## config.mk

```make
export PLATFORM = sky130hd
export DESIGN_NAME = gpu_pixel_writer
export DESIGN_NICKNAME = d
export VERILOG_FILES = /design/src/rtl/gpu_pixel_writer_pkg.sv /design/src/rtl/gpu_pixel_fifo.sv /design/src/rtl/gpu_pixel_writer.sv
export SDC_FILE = /design/constraint.sdc
export NUM_CORES = 1
export LEC_CHECK = 0
export CORE_ASPECT_RATIO = 1.75
export CORE_MARGIN = 4
export CORE_UTILIZATION = 37
export CTS_CLUSTER_SIZE = 10
export DETAILED_ROUTE_END_ITERATION = 12
export PLACE_DENSITY = 0.58
export RECOVER_POWER = 100
export SLEW_MARGIN = 20
export SYNTH_ARGS = -nofsm -noshare
export SYNTH_HDL_FRONTEND = slang
export SYNTH_SLANG_ARGS = --single-unit
```

## constraint.sdc

```tcl
create_clock -name clk -period 4.6 [get_ports clk]
set_input_delay 0.69 -clock clk [delete_from_list [all_inputs] [get_ports clk]]
set_output_delay 0.69 -clock clk [all_outputs]
set_load 0.05 [all_outputs]
```

## src/rtl/gpu_pixel_writer_pkg.sv

```systemverilog
// Shared GPU definitions: pixel field widths, screen geometry and the
// framebuffer write record.
package gpu_pixel_writer_pkg;

  localparam int unsigned WIDTH_BITS    = 10;
  localparam int unsigned HEIGHT_BITS   = 9;
  localparam int unsigned CHANNEL_BITS  = 8;
  localparam int unsigned COLOR_BITS    = 3 * CHANNEL_BITS;

  localparam int unsigned SCREEN_WIDTH  = 640;
  localparam int unsigned SCREEN_HEIGHT = 480;
  localparam int unsigned FB_ADDR_BITS  = 19;

  // One framebuffer write: linear word address plus {r,g,b} colour.
  typedef struct packed {
    logic [FB_ADDR_BITS-1:0] addr;
    logic [COLOR_BITS-1:0]   color;
  } pixel_write_t;

endpackage

```

## src/rtl/gpu_pixel_fifo.sv

```systemverilog
// Small synchronous FIFO with a registered occupancy count and a
// combinational head read port.
module gpu_pixel_fifo #(
  parameter int unsigned DEPTH = 4,
  parameter int unsigned WIDTH = 8
) (
  input  logic                         clk,
  input  logic                         n_rst,
  input  logic                         push,
  input  logic [WIDTH-1:0]             wdata,
  input  logic                         pop,
  output logic [WIDTH-1:0]             rdata,
  output logic                         full,
  output logic                         empty,
  output logic [$clog2(DEPTH+1)-1:0]   count
);

  localparam int unsigned PTR_BITS = (DEPTH > 1) ? $clog2(DEPTH) : 1;
  localparam int unsigned CNT_BITS = $clog2(DEPTH + 1);

  logic [WIDTH-1:0]    mem_q [DEPTH];
  logic [PTR_BITS-1:0] wr_ptr_q, rd_ptr_q;
  logic [CNT_BITS-1:0] count_q;
  logic                push_ok, pop_ok;

  // Overflow/underflow requests are ignored rather than corrupting state.
  assign push_ok = push & ~full;
  assign pop_ok  = pop & ~empty;

  assign full  = (count_q == CNT_BITS'(DEPTH));
  assign empty = (count_q == '0);
  assign count = count_q;
  assign rdata = mem_q[rd_ptr_q];

  // Storage array; contents need no reset since count gates every read.
  always_ff @(posedge clk) begin
    if (push_ok) begin
      mem_q[wr_ptr_q] <= wdata;
    end
  end

  // Pointer and occupancy bookkeeping.
  always_ff @(posedge clk or negedge n_rst) begin
    if (!n_rst) begin
      wr_ptr_q <= '0;
      rd_ptr_q <= '0;
      count_q  <= '0;
    end else begin
      if (push_ok) begin
        wr_ptr_q <= (wr_ptr_q == PTR_BITS'(DEPTH - 1)) ? '0 : wr_ptr_q + PTR_BITS'(1);
      end
      if (pop_ok) begin
        rd_ptr_q <= (rd_ptr_q == PTR_BITS'(DEPTH - 1)) ? '0 : rd_ptr_q + PTR_BITS'(1);
      end
      if (push_ok && !pop_ok) begin
        count_q <= count_q + CNT_BITS'(1);
      end else if (pop_ok && !push_ok) begin
        count_q <= count_q - CNT_BITS'(1);
      end
    end
  end

endmodule

```

## src/rtl/gpu_pixel_writer.sv

```systemverilog
// Pixel writer: clips off-screen pixels, computes the linear framebuffer
// address, buffers writes and drives a req/ack write port to the SRAM
// controller.
module gpu_pixel_writer #(
  parameter int unsigned SCREEN_WIDTH  = gpu_pixel_writer_pkg::SCREEN_WIDTH,
  parameter int unsigned SCREEN_HEIGHT = gpu_pixel_writer_pkg::SCREEN_HEIGHT,
  parameter int unsigned FIFO_DEPTH    = 4,
  parameter int unsigned ADDR_BITS     = gpu_pixel_writer_pkg::FB_ADDR_BITS
) (
  input  logic                                       clk,
  input  logic                                       n_rst,
  input  logic                                       pixel_valid_i,
  input  logic [gpu_pixel_writer_pkg::WIDTH_BITS-1:0]  x_i,
  input  logic [gpu_pixel_writer_pkg::HEIGHT_BITS-1:0] y_i,
  input  logic [gpu_pixel_writer_pkg::COLOR_BITS-1:0]  color_i,
  output logic                                       pixel_ready_o,
  output logic                                       mem_req_o,
  output logic [ADDR_BITS-1:0]                       mem_addr_o,
  output logic [gpu_pixel_writer_pkg::COLOR_BITS-1:0]  mem_wdata_o,
  input  logic                                       mem_ack_i,
  output logic                                       busy_o,
  output logic [15:0]                                drop_cnt_o
);

  import gpu_pixel_writer_pkg::*;

  localparam int unsigned CNT_BITS   = $clog2(FIFO_DEPTH + 1);
  localparam int unsigned ENTRY_BITS = ADDR_BITS + COLOR_BITS;

  localparam logic [0:0] ST_IDLE = 1'b0;
  localparam logic [0:0] ST_REQ  = 1'b1;

  // FIFO record sized by this instance's address width.
  typedef struct packed {
    logic [ADDR_BITS-1:0]  addr;
    logic [COLOR_BITS-1:0] color;
  } entry_t;

  entry_t              push_entry, head_entry;
  logic                in_xfer, in_bounds, push, pop;
  logic                fifo_full, fifo_empty;
  logic [CNT_BITS-1:0] fifo_count;
  logic [0:0]          state_q, state_d;
  logic [ADDR_BITS-1:0]  addr_q;
  logic [COLOR_BITS-1:0] wdata_q;
  logic [15:0]         drop_q;

  // Ready depends only on registered occupancy, never on the same-cycle pop.
  assign pixel_ready_o = ~fifo_full;
  assign in_xfer       = pixel_valid_i & pixel_ready_o;
  assign in_bounds     = (32'(x_i) < SCREEN_WIDTH) && (32'(y_i) < SCREEN_HEIGHT);
  assign push          = in_xfer & in_bounds;

  assign push_entry.addr  = ADDR_BITS'(32'(y_i) * SCREEN_WIDTH + 32'(x_i));
  assign push_entry.color = color_i;

  gpu_pixel_fifo #(
    .DEPTH (FIFO_DEPTH),
    .WIDTH (ENTRY_BITS)
  ) u_fifo (
    .clk   (clk),
    .n_rst (n_rst),
    .push  (push),
    .wdata (push_entry),
    .pop   (pop),
    .rdata (head_entry),
    .full  (fifo_full),
    .empty (fifo_empty),
    .count (fifo_count)
  );

  // Output FSM next state and pop: load in IDLE, or reload on ack for back-to-back writes.
  always_comb begin
    state_d = state_q;
    pop     = 1'b0;
    unique case (state_q)
      ST_IDLE: begin
        if (!fifo_empty) begin
          pop     = 1'b1;
          state_d = ST_REQ;
        end
      end
      ST_REQ: begin
        if (mem_ack_i) begin
          if (!fifo_empty) begin
            pop = 1'b1;
          end else begin
            state_d = ST_IDLE;
          end
        end
      end
      default: state_d = ST_IDLE;
    endcase
  end

  // FSM state and the held write address/data; values persist through IDLE.
  always_ff @(posedge clk or negedge n_rst) begin
    if (!n_rst) begin
      state_q <= ST_IDLE;
      addr_q  <= '0;
      wdata_q <= '0;
    end else begin
      state_q <= state_d;
      if (pop) begin
        addr_q  <= head_entry.addr;
        wdata_q <= head_entry.color;
      end
    end
  end

  // Saturating count of accepted but off-screen pixels.
  always_ff @(posedge clk or negedge n_rst) begin
    if (!n_rst) begin
      drop_q <= '0;
    end else if (in_xfer && !in_bounds && drop_q != 16'hFFFF) begin
      drop_q <= drop_q + 16'd1;
    end
  end

  assign mem_req_o   = (state_q == ST_REQ);
  assign mem_addr_o  = addr_q;
  assign mem_wdata_o = wdata_q;
  assign busy_o      = (fifo_count != '0) | mem_req_o;
  assign drop_cnt_o  = drop_q;

endmodule

```

==> reports/qor.csv <==
metric,value,unit
worst-path-buf-inv,2,
yosysSeqAreaShare,70.3,%
powerDensity,641,mW/mm²
slew_viol_final,135,
drc,0,
grt_start_max_net_pins,68,
fin_nets,722,
violations,"max-capacitance violations, max-slew violations",
synth_area_leader_cell,edfxtp_1,
io_pins,109,
irDropWorstVdd,304,µV
clk_pin_slew,60,ps
fin_crit,3670,ps
synth_simple_gate_area_share,4.41,%
cts_setup_buffers,0,
r2r_end,u_fifo.mem_q[0][1]$_DFFE_PP_,
die-area,0.0291,mm²
synth_area,0.00974,mm²
holdWs,499,ps
layout.cells.non_filler,990,
dpl.hpwl,13500,µm
hold_start,mem_wdata_o[8]$_DFFE_PN0N_,
crit_chain,dlygate4sd3_1 > o21ai_0 > and4_1 > and2_0 > buf_4,
grt_remaining_overflow,0,
firstDrtPassIters,4,
cp_top_family,simple AND/OR/NAND/NOR gates,
fmax,272,MHz
synth-edff-count,172,
hold_buffers,0,
reg2reg_depth,5,
slew_headroom,-28.2,%
tightestPinTransition,1920,ps
async_flop_share,28.0,%
vias_per_cell,5.06,
ys_ff_latch,239,
synth_top_family_by_area,multiplexers,
p_leak,4.28,nW
slowest_delay,1190,ps
cts.sinks,239,
cts_tree,done,
crit_path_top_delay_cell,and2_0,
port_buffers,108,
cts_buffer_depth,3,
synth_top_area_share,53.1,%
core,0.0260,mm²
r2r_start,u_fifo.count[0]$_DFFE_PN0P_,
root_buffer,clkbuf_16,
cts-buffers-inserted,27,
yosys-top-cells-area,"edfxtp_1 53%, dfrtp_1 17%, mux4_2 9.9%, mux2_2 5.1%, ha_1 3.1%",
fin_crit_sh,79.9,%
holdPathEnd,mem_wdata_o[8]$_DFFE_PN0N_,
path_max_fanout,19,
synth_xor_area_share,2.61,%
yosys_warnings,0,
drt_iter0_drc,182,
ys.flop_type,edfxtp_1,
synth_mux_area_share,15.4,%
num_rows,78,
cp-start-kind,primary input,
maxCapViolCount,3,
endpoint_kind,flop,
postCtsResizedCells,0,
synth-compound-area-share,2.27,%
arrival,3890,ps
cp_data_required_time,4820,ps
synthMostInstantiatedCell,edfxtp_1,
vias,5013,
hold_viol,0,
grt_setup_unrepaired,false,
htree_levels,1,
syn-instance-count,516,
finalSetupTns,0,ps
area_growth,22.6,%
grt_usage,14.1,%
dieHeight,223,µm
place.gp.congestion,0.769,
skew,12.6,ps
dp_cells,939,
regToRegSetupSlack,1680,ps
synthAdderAreaFrac,3.70,%
post_route_cells_drive_above_1_share,19.9,%
syn_nets,590,
drt-total-wl,20000,µm
grt_pass1_vias,5613,
synth.avg_cell_area,18.9,µm²
min_path_type,flop to flop,
antenna_found_initial,3,
place_area,0.0112,mm²
path_class,primary input to flop,
setup_viol,0,
hold_depth,1,
outcome,"finished, violations left",
stdcell_area,0.0119,mm²
ant_nets,0,
clk_latency,540,ps
synth_cell_type_count,46,
grt_pass1_wl,31200,µm
routedWlPerCell,20.2,µm
initial_core_util,37.5,%
synth_commonest_cells,"172 x edfxtp_1, 67 x dfrtp_1, 44 x mux2_2, 43 x mux4_2, 24 x ha_1",
die_w,131,µm
[state kept, by name (all words and copies together) (netlist names)]
name and count:
u_fifo.count 3, mem_wdata_o 24, u_fifo.wr_ptr_q 2, u_fifo.mem_q 172, drop_cnt_o 16, u_fifo.rd_ptr_q 2
mem_req_o 1, mem_addr_o 19
[how the worst max path moves through the flow]
stage                     cells after the start  slack [ps]  startpoint                            end
after floorplan                               8        1670      y_i[1]  u_fifo.mem_q[0][41]$_DFFE_PP_
after global placement                        9         980      y_i[1]  u_fifo.mem_q[0][41]$_DFFE_PP_
after detailed placement                      9         970      y_i[1]  u_fifo.mem_q[0][41]$_DFFE_PP_
after CTS                                     9        1520      y_i[1]  u_fifo.mem_q[0][41]$_DFFE_PP_
after global routing                          5         660      x_i[7]  u_fifo.mem_q[0][10]$_DFFE_PP_
final                                         5         930      x_i[7]   u_fifo.mem_q[0][1]$_DFFE_PP_
[per-layer routing]
layer  global-route usage (%)  up-vias  wire [µm]  part of all wire, %
li1                         -     2280          -                    -
met1                     15.4     2606       7220                   36
met2                     27.0       95      11700                   58
met3                     1.90       30        664                  3.3
met4                     4.62        2        426                  2.1
met5                        0        -         13                0.065
[worst register-to-register path, stage by stage (launching register included)]
cell     delay, ps
dfrtp_1        450
nor2_1          90
nand2_1         80
and4_1         330
and2_0        1190
buf_4          450
[stage by stage]
step | power, mW | setup WS, ps | util [%]
floorplan | 5.02 | 1670 | -
global placement | 5.89 | 984 | 43.3
detailed placement | 5.97 | 974 | 43.3
CTS | 7.90 | 1520 | 46.3
global route | 8.03 | 658 | 46.0
finish | 7.65 | 927 | 46.0
[power by group]
group / switching [mW] / internal [mW] / leakage [nW]
clock: 0.803 / 1.11 / 0.368
combinational: 1.50 / 1.07 / 1.56
sequential: 0.364 / 2.81 / 2.36
total: 2.66 / 4.99 / 4.28
[cells by family after synthesis]
group	count (synthesis)
compound gates	27
simple gates	72
mux	90
flops	239
fa+ha+maj	27
buf+inv	32
xor+xnor	29
[cell type report]
type | count | area, µm²
antenna | 1 | 2.50
timing repair buffer | 118 | 1140
multi-input combinational | 245 | 2710
clock inverter | 1 | 20.0
clock buffer | 49 | 758
sequential | 239 | 6840
tap | 320 | 400
fill | 2235 | 14000
inverter | 17 | 63.8
[placed cells by master (no fill, tap or decap), drive strengths merged, types with 2 or more instances in the layout]
cell type,count
a211o,4
a211oi,2
a21oi,5
and2,6
and3,4
buf,6
clkbuf,54
clkdlybuf4s50,10
dfrtp,67
dlygate4sd3,97
edfxtp,172
fa,3
ha,24
inv,18
mux2,47
mux4,43
nand2,15
nand3,8
nand4,6
nor2,17
nor3,6
nor4,3
o21a,2
o21ai,7
o22ai,2
xnor2,20
xor2,9
Note: power is estimated with default switching activity, not from simulation.
